$ cat src/rtl/watch_time_counter.sv
// Time-of-day counter: divides clk to a centisecond tick and keeps hour:min:sec:centisecond.
// Button set requests are edge-detected and step one field without generating a carry.
module watch_time_counter #(
  parameter int CLK_HZ  = 100_000_000,
  parameter int TICK_HZ = 100
) (
  input  logic       clk,
  input  logic       rst,
  input  logic       btn_sec,
  input  logic       btn_min,
  input  logic       btn_hour,
  output logic       tick,
  output logic [6:0] msec,
  output logic [5:0] sec,
  output logic [5:0] min,
  output logic [4:0] hour
);

  localparam int DIV = CLK_HZ / TICK_HZ;
  localparam int CW  = (DIV > 1) ? $clog2(DIV) : 1;
  localparam logic [CW-1:0] DIV_LAST = CW'(DIV - 1);

  logic [CW-1:0] div_cnt;
  logic          prev_sec, prev_min, prev_hour;
  logic          inc_sec, inc_min, inc_hour;
  logic          c_ms, c_s, c_m;

  logic [7:0] ms_sum;
  logic [6:0] sec_sum, min_sum;
  logic [5:0] hour_sum;
  logic [6:0] ms_next;
  logic [5:0] sec_next, min_next;
  logic [4:0] hour_next;

  always_ff @(posedge clk or posedge rst) begin
    if (rst) begin
      div_cnt <= '0;
      tick    <= 1'b0;
    end else begin
      tick    <= (div_cnt == DIV_LAST);
      div_cnt <= (div_cnt == DIV_LAST) ? '0 : div_cnt + 1'b1;
    end
  end

  assign inc_sec  = btn_sec  & ~prev_sec;
  assign inc_min  = btn_min  & ~prev_min;
  assign inc_hour = btn_hour & ~prev_hour;

  // Carries come only from the natural tick chain; a button wrap never ripples.
  assign c_ms = tick & (msec == 7'd99);
  assign c_s  = c_ms & (sec  == 6'd59);
  assign c_m  = c_s  & (min  == 6'd59);

  // Sums are one bit wider than the field; a single subtraction of N reduces them.
  always_comb begin
    ms_sum    = {1'b0, msec} + 8'(tick);
    sec_sum   = {1'b0, sec}  + 7'(c_ms) + 7'(inc_sec);
    min_sum   = {1'b0, min}  + 7'(c_s)  + 7'(inc_min);
    hour_sum  = {1'b0, hour} + 6'(c_m)  + 6'(inc_hour);
    ms_next   = (ms_sum   >= 8'd100) ? 7'(ms_sum   - 8'd100) : ms_sum[6:0];
    sec_next  = (sec_sum  >= 7'd60)  ? 6'(sec_sum  - 7'd60)  : sec_sum[5:0];
    min_next  = (min_sum  >= 7'd60)  ? 6'(min_sum  - 7'd60)  : min_sum[5:0];
    hour_next = (hour_sum >= 6'd24)  ? 5'(hour_sum - 6'd24)  : hour_sum[4:0];
  end

  always_ff @(posedge clk or posedge rst) begin
    if (rst) begin
      prev_sec  <= 1'b0;
      prev_min  <= 1'b0;
      prev_hour <= 1'b0;
      msec      <= 7'd0;
      sec       <= 6'd0;
      min       <= 6'd0;
      hour      <= 5'd12;
    end else begin
      prev_sec  <= btn_sec;
      prev_min  <= btn_min;
      prev_hour <= btn_hour;
      msec      <= ms_next;
      sec       <= sec_next;
      min       <= min_next;
      hour      <= hour_next;
    end
  end

endmodule

$ cat config.mk
export PLATFORM = sky130hd
export DESIGN_NAME = watch_time_counter
export DESIGN_NICKNAME = d
export VERILOG_FILES = /design/src/rtl/watch_time_counter.sv
export SDC_FILE = /design/constraint.sdc
export NUM_CORES = 1
export LEC_CHECK = 0
export CAP_MARGIN = 10
export CORE_ASPECT_RATIO = 0.5
export CORE_MARGIN = 10
export CORE_UTILIZATION = 45
export DETAILED_ROUTE_END_ITERATION = 12
export DONT_BUFFER_PORTS = 1
export GPL_ROUTABILITY_DRIVEN = 0
export REMOVE_ABC_BUFFERS = 1
export SETUP_SLACK_MARGIN = 0.3
export SLEW_MARGIN = 20
export SYNTH_ARGS = -nofsm -noshare
export SYNTH_HDL_FRONTEND = slang
export SYNTH_SLANG_ARGS = --single-unit
$ cat constraint.sdc
create_clock -name clk -period 3.25 [get_ports clk]
set_clock_uncertainty 0.15 [all_clocks]
set_input_delay 0.65 -clock clk [delete_from_list [all_inputs] [get_ports clk]]
set_output_delay 0.65 -clock clk [all_outputs]
set_load 0.02 [all_outputs]
[Word-level counts from Yosys, hierarchy flattened]
Cells that the tools add are included.
Cells by class
  mux-type cells: 5
  add/sub/neg operators: 12
  equality and inequality tests: 4
  bitwise gates (word level): 9
  $lt $le $gt $ge: 4
Operator list (number)
  adder 20 x 1 -> 20 bit (second input constant): 1
  == test 20 bit (second input constant): 1
  2-to-1 mux 20 bit: 1
  adder 6 x 1 -> 7 bit: 2
  adder 7 x 1 -> 7 bit: 2
  >= comparator 7 x 6 -> 1 bit (second input constant): 2
  == test 6 bit (second input constant): 2
  2-to-1 mux 6 bit: 2
  subtractor 6 bit (second input constant): 2
  adder 7 x 1 -> 8 bit: 1
  >= comparator 8 x 7 -> 1 bit (second input constant): 1
  == test 7 bit (second input constant): 1
  2-to-1 mux 7 bit: 1
  subtractor 7 bit (second input constant): 1
  adder 5 x 1 -> 6 bit: 1
  adder 6 x 1 -> 6 bit: 1
  bitwise AND 1 bit: 6
  >= comparator 6 x 5 -> 1 bit (second input constant): 1
  2-to-1 mux 5 bit: 1
  subtractor 5 bit (second input constant): 1
  NOT 1 bit: 3
Word-level totals
  register bits after elaboration: 48

[Logic depth before layout (Yosys ltp)]
Gate-level depths: netlist (run 1).
  word-level depth: 8
  depth in mapped cells: 14

[Worst setup path before layout (run 1)]
Ideal clock, no wire load.
  path kind: reg-to-reg
  start point: register msec[6]
  end point: register min[3]
  buffers on the path: 0
  period minus slack after synthesis: 3685 ps
  library setup time: 125 ps
  data required time: 2975 ps
  data arrival time: 3410 ps
  cell stages (with the launch flop): 14
  setup slack: -435 ps
  path through: dfrtp_1 -> inv_2 -> or4_4 -> or3_4 -> fa_1 -> inv_1 -> ha_1 -> xor2_1 -> ha_1 -> nand2_1 -> nor3_1 -> a211oi_1 -> nor2_1 -> mux2_2
Between the ends
  cells in the longest elaborated chain, start to end: 7
Ends and longest elaborated chain
  from (decl): RTL line 13  | output logic [6:0] msec,
  from (signal assigned): RTL line 79  | msec <= ms_next;
  == test 7 bit *: RTL line 50  | assign c_ms = tick & (msec == 7'd99);
  bitwise AND 1 bit *: RTL line 50
  bitwise AND 1 bit *: RTL line 51  | assign c_s = c_ms & (sec == 6'd59);
  adder 6 x 1 -> 7 bit *: RTL line 58  | min_sum = {1'b0, min} + 7'(c_s) + 7'(inc_min);
  adder 7 x 1 -> 7 bit *: RTL line 58
  subtractor 6 bit or >= comparator 7 x 6 -> 1 bit (tied branches): RTL line 62  | min_next = (min_sum >= 7'd60) ? 6'(min_sum - 7'd60) : min_sum[5:0];
  2-to-1 mux 6 bit *: RTL line 62
  named net min_next[3]: RTL line 32  | logic [5:0] sec_next, min_next;
  to (signal assigned): RTL line 81  | min <= min_next;
  to (decl): RTL line 15  | output logic [5:0] min,
Mark *: on every way through the listed nets, which the timed path passes. The rest lies on a longest branch.

[Worst setup path in the final report (run 1)]
  start point: register msec[3]
  end point: register min[3]
The elaborated chain is that of the path after synthesis.

==> flow_summary.yaml, run 1 <==
outcome:
  status: "finished with violations"
  violations: "negative setup slack"
logic_synthesis:
  ys_async_sr_fraction: 1.00
  yosysWarningCount: 0
  ys_seq_elements: 48
  ys_seq_area_frac: 0.446
  syn_avg_cell_area_um2: 9.64
  synth_edf_count: 0
  ys.flop_type: "dfrtp_1"
  synth.distinct_cells: 50
  netlist_instances: 280
  syn_area_um2: 2700
setup_path:
  crit_type: "flop to flop"
  path_max_fanout: 2
  cp.arrival_ns: 3.42
  max_stage_delay_ns: 0.42
  worstPathRequired_ns: 3.27
  critPathLaunchType: "flop"
  critPathSlowestCell: "or4_4"
  cp_cell_sequence: "nor2_1 -> nand3_1 -> or4_4 -> or3_4 -> fa_2 -> nor2b_2 -> nand2_2 -> xnor2_2 -> ha_2 -> nand2_2 -> nor3_4 -> a211oi_2 -> nor2_2 -> mux2_4"
  crit_path_frequent_cell: "nand2_2"
  cp-end-kind: "flop"
cells_and_area:
  fin_nets: 348
  fin_util: 0.626
  n_antenna_cell: 0
  area_growth_pct: 30.7
  post-route-cell-area_um2: 3530
  fillCellCount: 433
  final_cells: 404
  layout_common_cells: "dfrtp_1, buf_4, nand3_1, nand2_1, nor2_1"
  drive_gt1_frac: 0.326
  final_common_cell: "dfrtp_1"
sta:
  slew_violations: 0
  tightest_slew_ns: 0.824
  maxSlewHeadroom: 0.450
  period_share: 1.05
  tns_ns: -0.514
  hold_viol_final: 0
  rsz0062_at_grt: "true"
  setup_viol: 5
  fmax_mhz: 294
  fin_ws_ns: -0.155
  fin_crit_ns: 3.40
  hold_ws_ns: 0.232
clock_tree:
  cts_tree: "done"
  cts.path.max_buffers: 2
  ctsHoldBuffers: 0
  htreeDepth: 2
  path_clk_slew_ns: 0.06
  cts_buffers: 5
  clock_latency_ns: 0.28
  clkSinkCount: 48
  clock-root-buffer: "clkbuf_16"
drt:
  final_antenna_net_count: 0
  wl_per_cell_um: 15.6
  wirelength_um: 6280
  dr.pass1.iters: 4
  dr.first_iter.drc_count: 82
  drc: 0
  num_vias: 2170
  avgViaCountPerCell: 5.37
power_and_ir_drop:
  p_switching_uw: 865
  power.leakage_nw: 1.65
  combinationalPowerShare: 0.375
  switching_share: 0.377
  clockPowerShare: 0.217
  p_seq_frac: 0.407
  p_per_area_nw_per_um2: 650
  power_mw: 2.29
  intPower_mw: 1.43
  vdd_drop_max_mv: 0.297
global_routing:
  grt_overflow: 0
  grt_use_total: 0.138
  grt_max_degree: 49
  antenna_found_initial: 0
  grt_pass1_vias: 2263
  grt_first_pass_wirelength_um: 10800
die:
  core_um2: 5630
  rows: 19
  ios: 30
  die_w_um: 130
  die_area_um2: 9680
  initial_core_util: 0.479
  dieHeight_um: 74.8
flow_run:
  cap_violations: 0
place:
  dp.cells: 376
  io_buffers: 0
  post-place-ws_ns: -0.377
  place_area_um2: 2980
  dp_hpwl_um: 4330
worst_hold_path:
  hold_path_class: "primary input to asynchronous set/reset pin"
## power groups by stage
| stage | clock, mW | sequential, mW | combinational (mW) |
|---|---|---|---|
| finish | 0.498 | 0.934 | 0.861 |
| global route | 0.533 | 0.952 | 0.937 |
| CTS | 0.503 | 0.929 | 0.753 |
| detailed placement | 0 | 0.927 | 0.606 |
| global placement | 0 | 0.919 | 0.591 |
| floorplan | 0 | 0.968 | 0.312 |
## worst max-delay path, delay by kind of cell (launching register included)
| kind | cells | cell delay (ns) |
|---|---|---|
| compound gates | 1 | 0.08 |
| xor+xnor | 1 | 0.18 |
| fa+ha+maj | 2 | 0.59 |
| flops | 1 | 0.38 |
| mux | 1 | 0.31 |
| simple gates | 9 | 1.62 |
## state kept, by name (all words and copies together), names as in the netlist
name,flops
prev_sec,1
msec,7
sec,6
prev_min,1
min,6
prev_hour,1
tick,1
div_cnt,20
hour,5
## path summary, 6_finish.rpt
kind | slack, ns | end | startpoint | cells after the start
worst max register to register | -0.15 | min[3]$_DFF_PP0_ | msec[3]$_DFF_PP0_ | 14
worst max-delay path | -0.15 | min[3]$_DFF_PP0_ | msec[3]$_DFF_PP0_ | 14
max in group asynchronous | 2.23 | div_cnt[17]$_DFF_PP0_ | rst | 1
worst min register to register | 0.32 | div_cnt[0]$_DFF_PP0_ | div_cnt[0]$_DFF_PP0_ | 1
min in group clk | 0.24 | prev_hour$_DFF_PP0_ | btn_hour | 0
worst min-delay path | 0.23 | div_cnt[3]$_DFF_PP0_ | rst | 1
## layout make-up
cell class	count	area, um2	area share
clock buffer	7	133	0.0376
clock inverter	1	5.00	0.00142
inverter	19	72.6	0.0206
multi-input combinational	206	1630	0.462
sequential	48	1200	0.341
tap	73	91.3	0.0259
timing repair buffer	50	394	0.112
## logic make-up (layout without fill, tap and decap cells)
family	count (synthesis)	in the layout	share of synthesized area
xor gates and xnor gates	33	33	0.107
and+or+nand+nor	115	115	0.226
buffers and inverters	26	77	0.0380
DFF	48	48	0.446
adders and majority gates	13	13	0.0686
muxes	3	3	0.0121
AOI/OAI and AO/OA	42	42	0.102
## synth_stat cells, drive strengths merged, types with 2 or more instances
cell,count,area share
xnor2,15,0.049
nor3b,3,0.0083
and3,8,0.019
nand2b,7,0.016
nor2b,5,0.012
o21ai,9,0.017
and2,4,0.0093
clkbuf,4,0.0056
nor4,2,0.0046
dfrtp,46,0.43
o211a,2,0.0074
ha,10,0.046
mux2,2,0.0083
a211oi,2,0.0056
nor3,3,0.0056
nand4b,3,0.0097
nand2,24,0.033
xor2,18,0.058
nand3,23,0.043
or3,3,0.0088
inv,19,0.026
buf,3,0.0060
a21oi,10,0.019
nor2,20,0.028
dfstp,2,0.019
fa,3,0.022
o32ai,2,0.0065
a31oi,6,0.014
nand4,5,0.012
## repair_timing
| item | CTS | global route |
|---|---|---|
| buffers inserted | 15 | 5 |
| gates resized for setup | 35 | 23 |
| gates cloned | 0 | 0 |
| setup endpoints to repair | 12 | 12 |
| pin swaps | 16 | 7 |
## metal layers
layer  GRT usage  up-vias  part of all wire  wire length, um
li1            -     1066                 -                -
met4      0.0458        0             0.012               74
met5           0        -                 0                0
met3      0.0371        8             0.044              278
met2       0.243       32              0.50             3120
met1       0.164     1064              0.45             2810
Power figures use the tool's default switching activity.
==> run 2: changes to the inputs <==
--- a/config.mk
+++ b/config.mk
@@ -9,6 +9,7 @@
 export CORE_ASPECT_RATIO = 0.5
 export CORE_MARGIN = 10
 export CORE_UTILIZATION = 45
+export CTS_CLUSTER_DIAMETER = 60
 export DETAILED_ROUTE_END_ITERATION = 12
 export DONT_BUFFER_PORTS = 1
 export GPL_ROUTABILITY_DRIVEN = 0
==> results of run 2 <==
No change in the layout: final DEF, timing and power equal those of run 1.
==> run 3: changes to the inputs <==
--- a/config.mk
+++ b/config.mk
@@ -14,7 +14,7 @@
 export DONT_BUFFER_PORTS = 1
 export GPL_ROUTABILITY_DRIVEN = 0
 export REMOVE_ABC_BUFFERS = 1
-export SETUP_SLACK_MARGIN = 0.3
+export SETUP_SLACK_MARGIN = 0.5
 export SLEW_MARGIN = 20
 export SYNTH_ARGS = -nofsm -noshare
 export SYNTH_HDL_FRONTEND = slang
==> run 3 against run 2 <==
Net effect:
- the run still ends with negative setup slack left
- final area grew 1.6%
- combinational power increased by 2%
- routed wire length up 4.6%
- via count is 1.9% higher
- first-iteration DRC count increased by 16%
- non-clock buffer count grew 3
- sequential power barely moved
- cell count increased by 0.74%
==> flow_summary.yaml, run 3 (synthesis results as in run 1) <==
cells_and_area:
  reg_top3: "div_cnt x20, msec x7"
  largest_register_ffs: 20
  drive_gt1_frac: 0.344
  fin_nets: 351
  n_antenna_cell: 0
  regMostFlops: "div_cnt"
  area_growth_pct: 32.8
  post-route-cell-area_um2: 3580
  layout_common_cells: "dfrtp_1, buf_4, nand3_1, nand2_1, nor2_1"
  fin_util: 0.636
clock_tree:
  cts_tree: "done"
  htreeDepth: 2
  ctsHoldBuffers: 0
  cts_buffers: 5
  path_clk_slew_ns: 0.06
  clkSinkCount: 48
  clock_latency_ns: 0.28
  clock-root-buffer: "clkbuf_16"
  cts.path.max_buffers: 2
global_routing:
  grt_pass1_vias: 2317
  grt_overflow: 0
  grt_use_total: 0.141
  grt_first_pass_wirelength_um: 11000
  grt_max_degree: 49
  antenna_found_initial: 0
drt:
  final_antenna_net_count: 0
  avgViaCountPerCell: 5.43
  dr.first_iter.drc_count: 95
  num_vias: 2212
  wirelength_um: 6570
  dr.pass1.iters: 4
  drc: 0
  wl_per_cell_um: 16.1
place:
  io_buffers: 0
  dp_hpwl_um: 4330
  place_area_um2: 2980
sta:
  tightest_slew_ns: 0.831
  period_share: 1.04
  rsz0062_at_grt: "true"
  setup_viol: 5
  fmax_mhz: 297
  hold_viol_final: 0
  fin_crit_ns: 3.37
  slew_violations: 0
  fin_ws_ns: -0.116
  maxSlewHeadroom: 0.446
setup_path:
  cp.arrival_ns: 3.39
  critPathLaunchType: "flop"
  worstPathRequired_ns: 3.27
  path_max_fanout: 2
  critPathSlowestCell: "or4_4"
  cp-end-kind: "flop"
  cp_cell_sequence: "nor2_1 -> nand3_1 -> or4_4 -> or3_4 -> fa_2 -> nor2b_2 -> nand2_2 -> xnor2_2 -> ha_2 -> nand2_2 -> nor3_4 -> buf_6 -> buf_6 -> buf_6 -> buf_6 -> a211oi_4 -> a21oi_2"
  rr_worst_depth: 17
  crit_type: "flop to flop"
  crit_path_frequent_cell: "buf_6"
  max_stage_delay_ns: 0.42
power_and_ir_drop:
  p_switching_uw: 873
  p_seq_frac: 0.406
  power.leakage_nw: 1.66
  vdd_drop_max_mv: 0.302
  combinationalPowerShare: 0.379
  intPower_mw: 1.43
  p_per_area_nw_per_um2: 643
  clockPowerShare: 0.215
  switching_share: 0.379
  power_mw: 2.31
flow_run:
  cap_violations: 0
die:
  dieHeight_um: 74.8
  die_w_um: 130
  initial_core_util: 0.479
  ios: 30
  rows: 19
  die_area_um2: 9680
  core_um2: 5630
outcome:
  violations: "negative setup slack"
  status: "finished with violations"
worst_hold_path:
  hold_path_class: "primary input to asynchronous set/reset pin"
-- run 3: cell count changes in the layout (fill, tap and decap cells not counted), sizes merged --
| cell | previous run | this run |
|---|---|---|
| buf | 50 | 53 |
-- run 3: final cells by class --
| cell class | instances | area (um2) |
|---|---|---|
| inverter | 19 | 72.6 |
| clock inverter | 1 | 5.00 |
| fill | 425 | 2050 |
| multi-input combinational | 206 | 1650 |
| clock buffer | 7 | 133 |
| tap | 73 | 91.3 |
| sequential | 48 | 1200 |
| timing repair buffer | 53 | 424 |
-- run 3: per-layer routing --
| metal | global-route usage | up-vias | routed length (um) |
|---|---|---|---|
| met4 | 0.0470 | 0 | 72 |
| li1 | - | 1074 | - |
| met3 | 0.0378 | 8 | 330 |
| met2 | 0.255 | 53 | 3300 |
| met5 | 0 | - | 0 |
| met1 | 0.164 | 1077 | 2860 |
-- run 3: path summary, 6_finish.rpt --
| kind | startpoint | end | slack (ns) |
|---|---|---|---|
| setup / recovery | msec[3]$_DFF_PP0_ | min[2]$_DFF_PP0_ | -0.12 |
| hold / removal | rst | div_cnt[3]$_DFF_PP0_ | 0.23 |
| setup reg to reg | msec[3]$_DFF_PP0_ | min[2]$_DFF_PP0_ | -0.12 |
| hold reg to reg | div_cnt[0]$_DFF_PP0_ | div_cnt[0]$_DFF_PP0_ | 0.32 |
| max in group asynchronous | rst | msec[6]$_DFF_PP0_ | 2.23 |
| min in group clk | btn_hour | prev_hour$_DFF_PP0_ | 0.24 |
-- run 3: through the flow --
stage	cells	setup TNS (ns)	hold slack [ns]	setup WS [ns]
2_1_floorplan	273	-1.12	0.288	-0.435
3_3_place_gp	376	-0.895	0.306	-0.252
3_5_place_dp	376	-1.22	0.314	-0.377
4_1_cts	403	-0.480	0.237	-0.141
5_1_grt	407	-1.34	0.225	-0.254
6_report	407	-0.455	0.235	-0.116
-- run 3: what timing repair did --
item / 4_1_cts / 5_1_grt
buffers inserted: 19 / 4
pin swaps: 24 / 11
gates resized for setup: 49 / 18
setup endpoints to repair: 14 / 15
-- run 3: power groups by stage --
stage	Sequential [mW]	Clock (mW)	Combinational, mW
floorplan	0.968	0	0.312
global placement	0.919	0	0.591
detailed placement	0.927	0	0.606
CTS	0.932	0.503	0.762
global route	0.953	0.534	0.947
finish	0.936	0.496	0.874
-- run 3: critical path: cells and delay by family (launching register included) --
kind	cells	cell delay [ns]
XOR/XNOR	1	0.17
AO/OA/AOI/OAI	2	0.24
buffers and inverters	4	0.42
flip-flops	1	0.38
AND/OR/NAND/NOR	8	1.31
adder cells (fa/ha/maj)	2	0.59
==> edit, RTL diff (flow settings as in run 1) <==
The parameter `CLK_HZ` goes from 100_000_000 to 50_000_000.
--- a/src/rtl/watch_time_counter.sv
+++ b/src/rtl/watch_time_counter.sv
@@ -2,5 +2,5 @@
 // Button set requests are edge-detected and step one field without generating a carry.
 module watch_time_counter #(
-  parameter int CLK_HZ  = 100_000_000,
+  parameter int CLK_HZ  = 50_000_000,
   parameter int TICK_HZ = 100
 ) (
Behaviour: same outputs for any inputs over 10 cycles, from zero or initial values and one cycle with rst high; that may be too few to reach the edited logic, so the function may still have changed.
==> edit against run 1 <==
Power shrank 6.9%; setup slack gained 0.019 ns; design area down 8.4%; wire length is 7.3% lower; highest routed layer unchanged; sequential cell count fell by 1; critical path depth down 3; largest power group unchanged; the flow still finishes with violations (setup timing); final cell count is 6.7% lower; area after synthesis is 2.5% lower.
==> edit: results (changes against run 1) <==
- RR Endpoint: sec[3] (was min[3])
- Pin count of the biggest net entering global routing: 48 (was 49)
- Total Neg Setup Slack: -0.2830 ns (was -0.5137 ns)
- CTS buffer count: 5 (unchanged)
- Pleak: 0.001462 uW (was 0.001651 uW)
- Post-DR wirelength/cell: 15.44 um (was 15.55 um)
- Final nets: 321 (was 348)
- Via count: 2046 (was 2170)
- Share of cells above drive strength 1: 0.2599 (was 0.3263)
- DP HPWL: 4.150 mm (was 4.326 mm)
- IO buf count: 0 (unchanged)
- Worst Setup SP: msec[2] (was msec[3])
- Synth cell count leaders: dfrtp_1 (45), nand3_1 (25), nor2_1 (21), nand2_1 (20), xor2_1 (19) (was dfrtp_1 (46), nand2_1 (24), nand3_1 (23), nor2_1 (20))
- Vias in the first global route: 2108 (was 2263)
- DRT Pass-1 Iters: 4 (unchanged)
- Final worst setup slack: -0.1356 ns (was -0.1546 ns)
- Failing checks: setup timing (unchanged)
- Post-Synthesis Cells: 268 (was 280)
- Crit path max fanout: 3 (was 2)
- Ys flop type: dfrtp_1 (unchanged)
- Reg2Reg Depth: 11 (was 14)
- Finished Layout Cells: 377 (was 404)
- Fill cell count: 478 (was 433)
- Initial DRC count: 86 (was 82)
- Status: finished with violations (unchanged)
- Rel. slew slack: 0.4535 (was 0.4498)
- Final setup fails: 4 (was 5)
- Biggest regs: div_cnt: 19 flops, msec: 7 flops (was div_cnt: 20 flops, msec: 7 flops)
- Worst Path Arrival: 3.41 ns (was 3.42 ns)
- Largest cells by area after synthesis: dfrtp_1 (43%), xor2_1 (6.3%), xnor2_1 (5.0%), ha_1 (4.8%), nand3_1 (4.8%) (was dfrtp_1 (43%), xor2_1 (5.8%), xnor2_1 (4.9%), ha_1 (4.6%), nand3_1 (4.3%))
- GRT Overall Usage: 0.1309 (was 0.1380)
- Setup crit end kind: register (unchanged)
- Register area share after synthesis: 0.4477 (was 0.4460)
- CP max stage delay: 0.51 ns (was 0.42 ns)
- Max VDD drop: 0.4724 mV (was 0.2969 mV)
- Synth unique cells: 49 (was 50)
- Placed Cells: 359 (was 376)
- Worst path slowest cell: or4_4 (unchanged)
- First-pass GRT wire length: 10.18 mm (was 10.81 mm)
[edit: cell types whose count changed after synthesis, moves of 3 or more]
cell / before / now
and4_1: 0 / 4
a31oi_1: 6 / 2
o21ai_0: 9 / 6
nor3b_1: 3 / 0
nand2b_1: 7 / 4
nand4_1: 5 / 8
and3_1: 8 / 5
o21ai_1: 0 / 4
inv_1: 18 / 12
nand2_1: 24 / 20
[edit: layout make-up]
class	count	area, um2	area share
Tap cell	73	91.34	0.02826
Sequential cell	47	1179	0.3647
Clock inverter	3	20.02	0.006194
Multi-Input combinational cell	199	1485	0.4595
Timing Repair Buffer	37	277.8	0.08595
Clock buffer	5	125.1	0.03871
Inverter	13	53.80	0.01665
[edit: routing by layer]
layer	GRT usage	share of wire
met2	0.2182	0.48
met1	0.1572	0.44
met3	0.04468	0.057
met4	0.04591	0.016
met5	0	0
[edit: worst min-delay path by stage]
| stage | depth (start not counted) | start | slack [ns] | endpoint |
|---|---|---|---|---|
| 2_1_floorplan | 1 | div_cnt[0] | 0.30 | div_cnt[0] |
| 6_report | 1 | rst | 0.22 | hour[4] |
| 5_1_grt | 0 | btn_hour | 0.22 | prev_hour |
| 4_1_cts | 0 | btn_sec | 0.23 | prev_sec |
| 3_5_place_dp | 1 | div_cnt[0] | 0.33 | div_cnt[0] |
| 3_3_place_gp | 1 | div_cnt[0] | 0.33 | div_cnt[0] |
[edit: kinds of logic (layout without fill, tap and decap cells)]
group | count (synthesis) | count (layout) | synth area share
and+or+nand+nor | 113 | 113 | 0.2310
xor gates and xnor gates | 34 | 34 | 0.1131
adders and majority gates | 13 | 13 | 0.07034
AOI/OAI and AO/OA | 36 | 36 | 0.08603
DFF | 47 | 47 | 0.4477
buffers and inverters | 22 | 58 | 0.03802
muxes | 3 | 3 | 0.01378
[edit: per-stage QoR]
stage | worst slack (ns) | hold slack (ns) | instance area, um2 | power [uW] | util
global placement | -0.2402 | 0.3268 | 2877 | 1434 | 0.5171
finish | -0.1356 | 0.2223 | 3232 | 2134 | 0.5810
detailed placement | -0.3609 | 0.3320 | 2877 | 1454 | 0.5171
global route | -0.2552 | 0.2189 | 3232 | 2261 | 0.5810
CTS | -0.1670 | 0.2285 | 3184 | 2083 | 0.5724
floorplan | -0.5540 | 0.3049 | 2582 | 1203 | -
[edit: what timing repair did]
action	in CTS	in global routing
setup endpoints to repair	7	8
pin swaps	14	7
setup buffers	6	4
resized for setup	26	4
[edit: power by group]
group          internal [uW]  switching (uW)  leakage, uW
Clock                    284             227    0.0000658
Combinational            359             358     0.000792
Sequential               690             217     0.000604
Total                   1330             801      0.00146
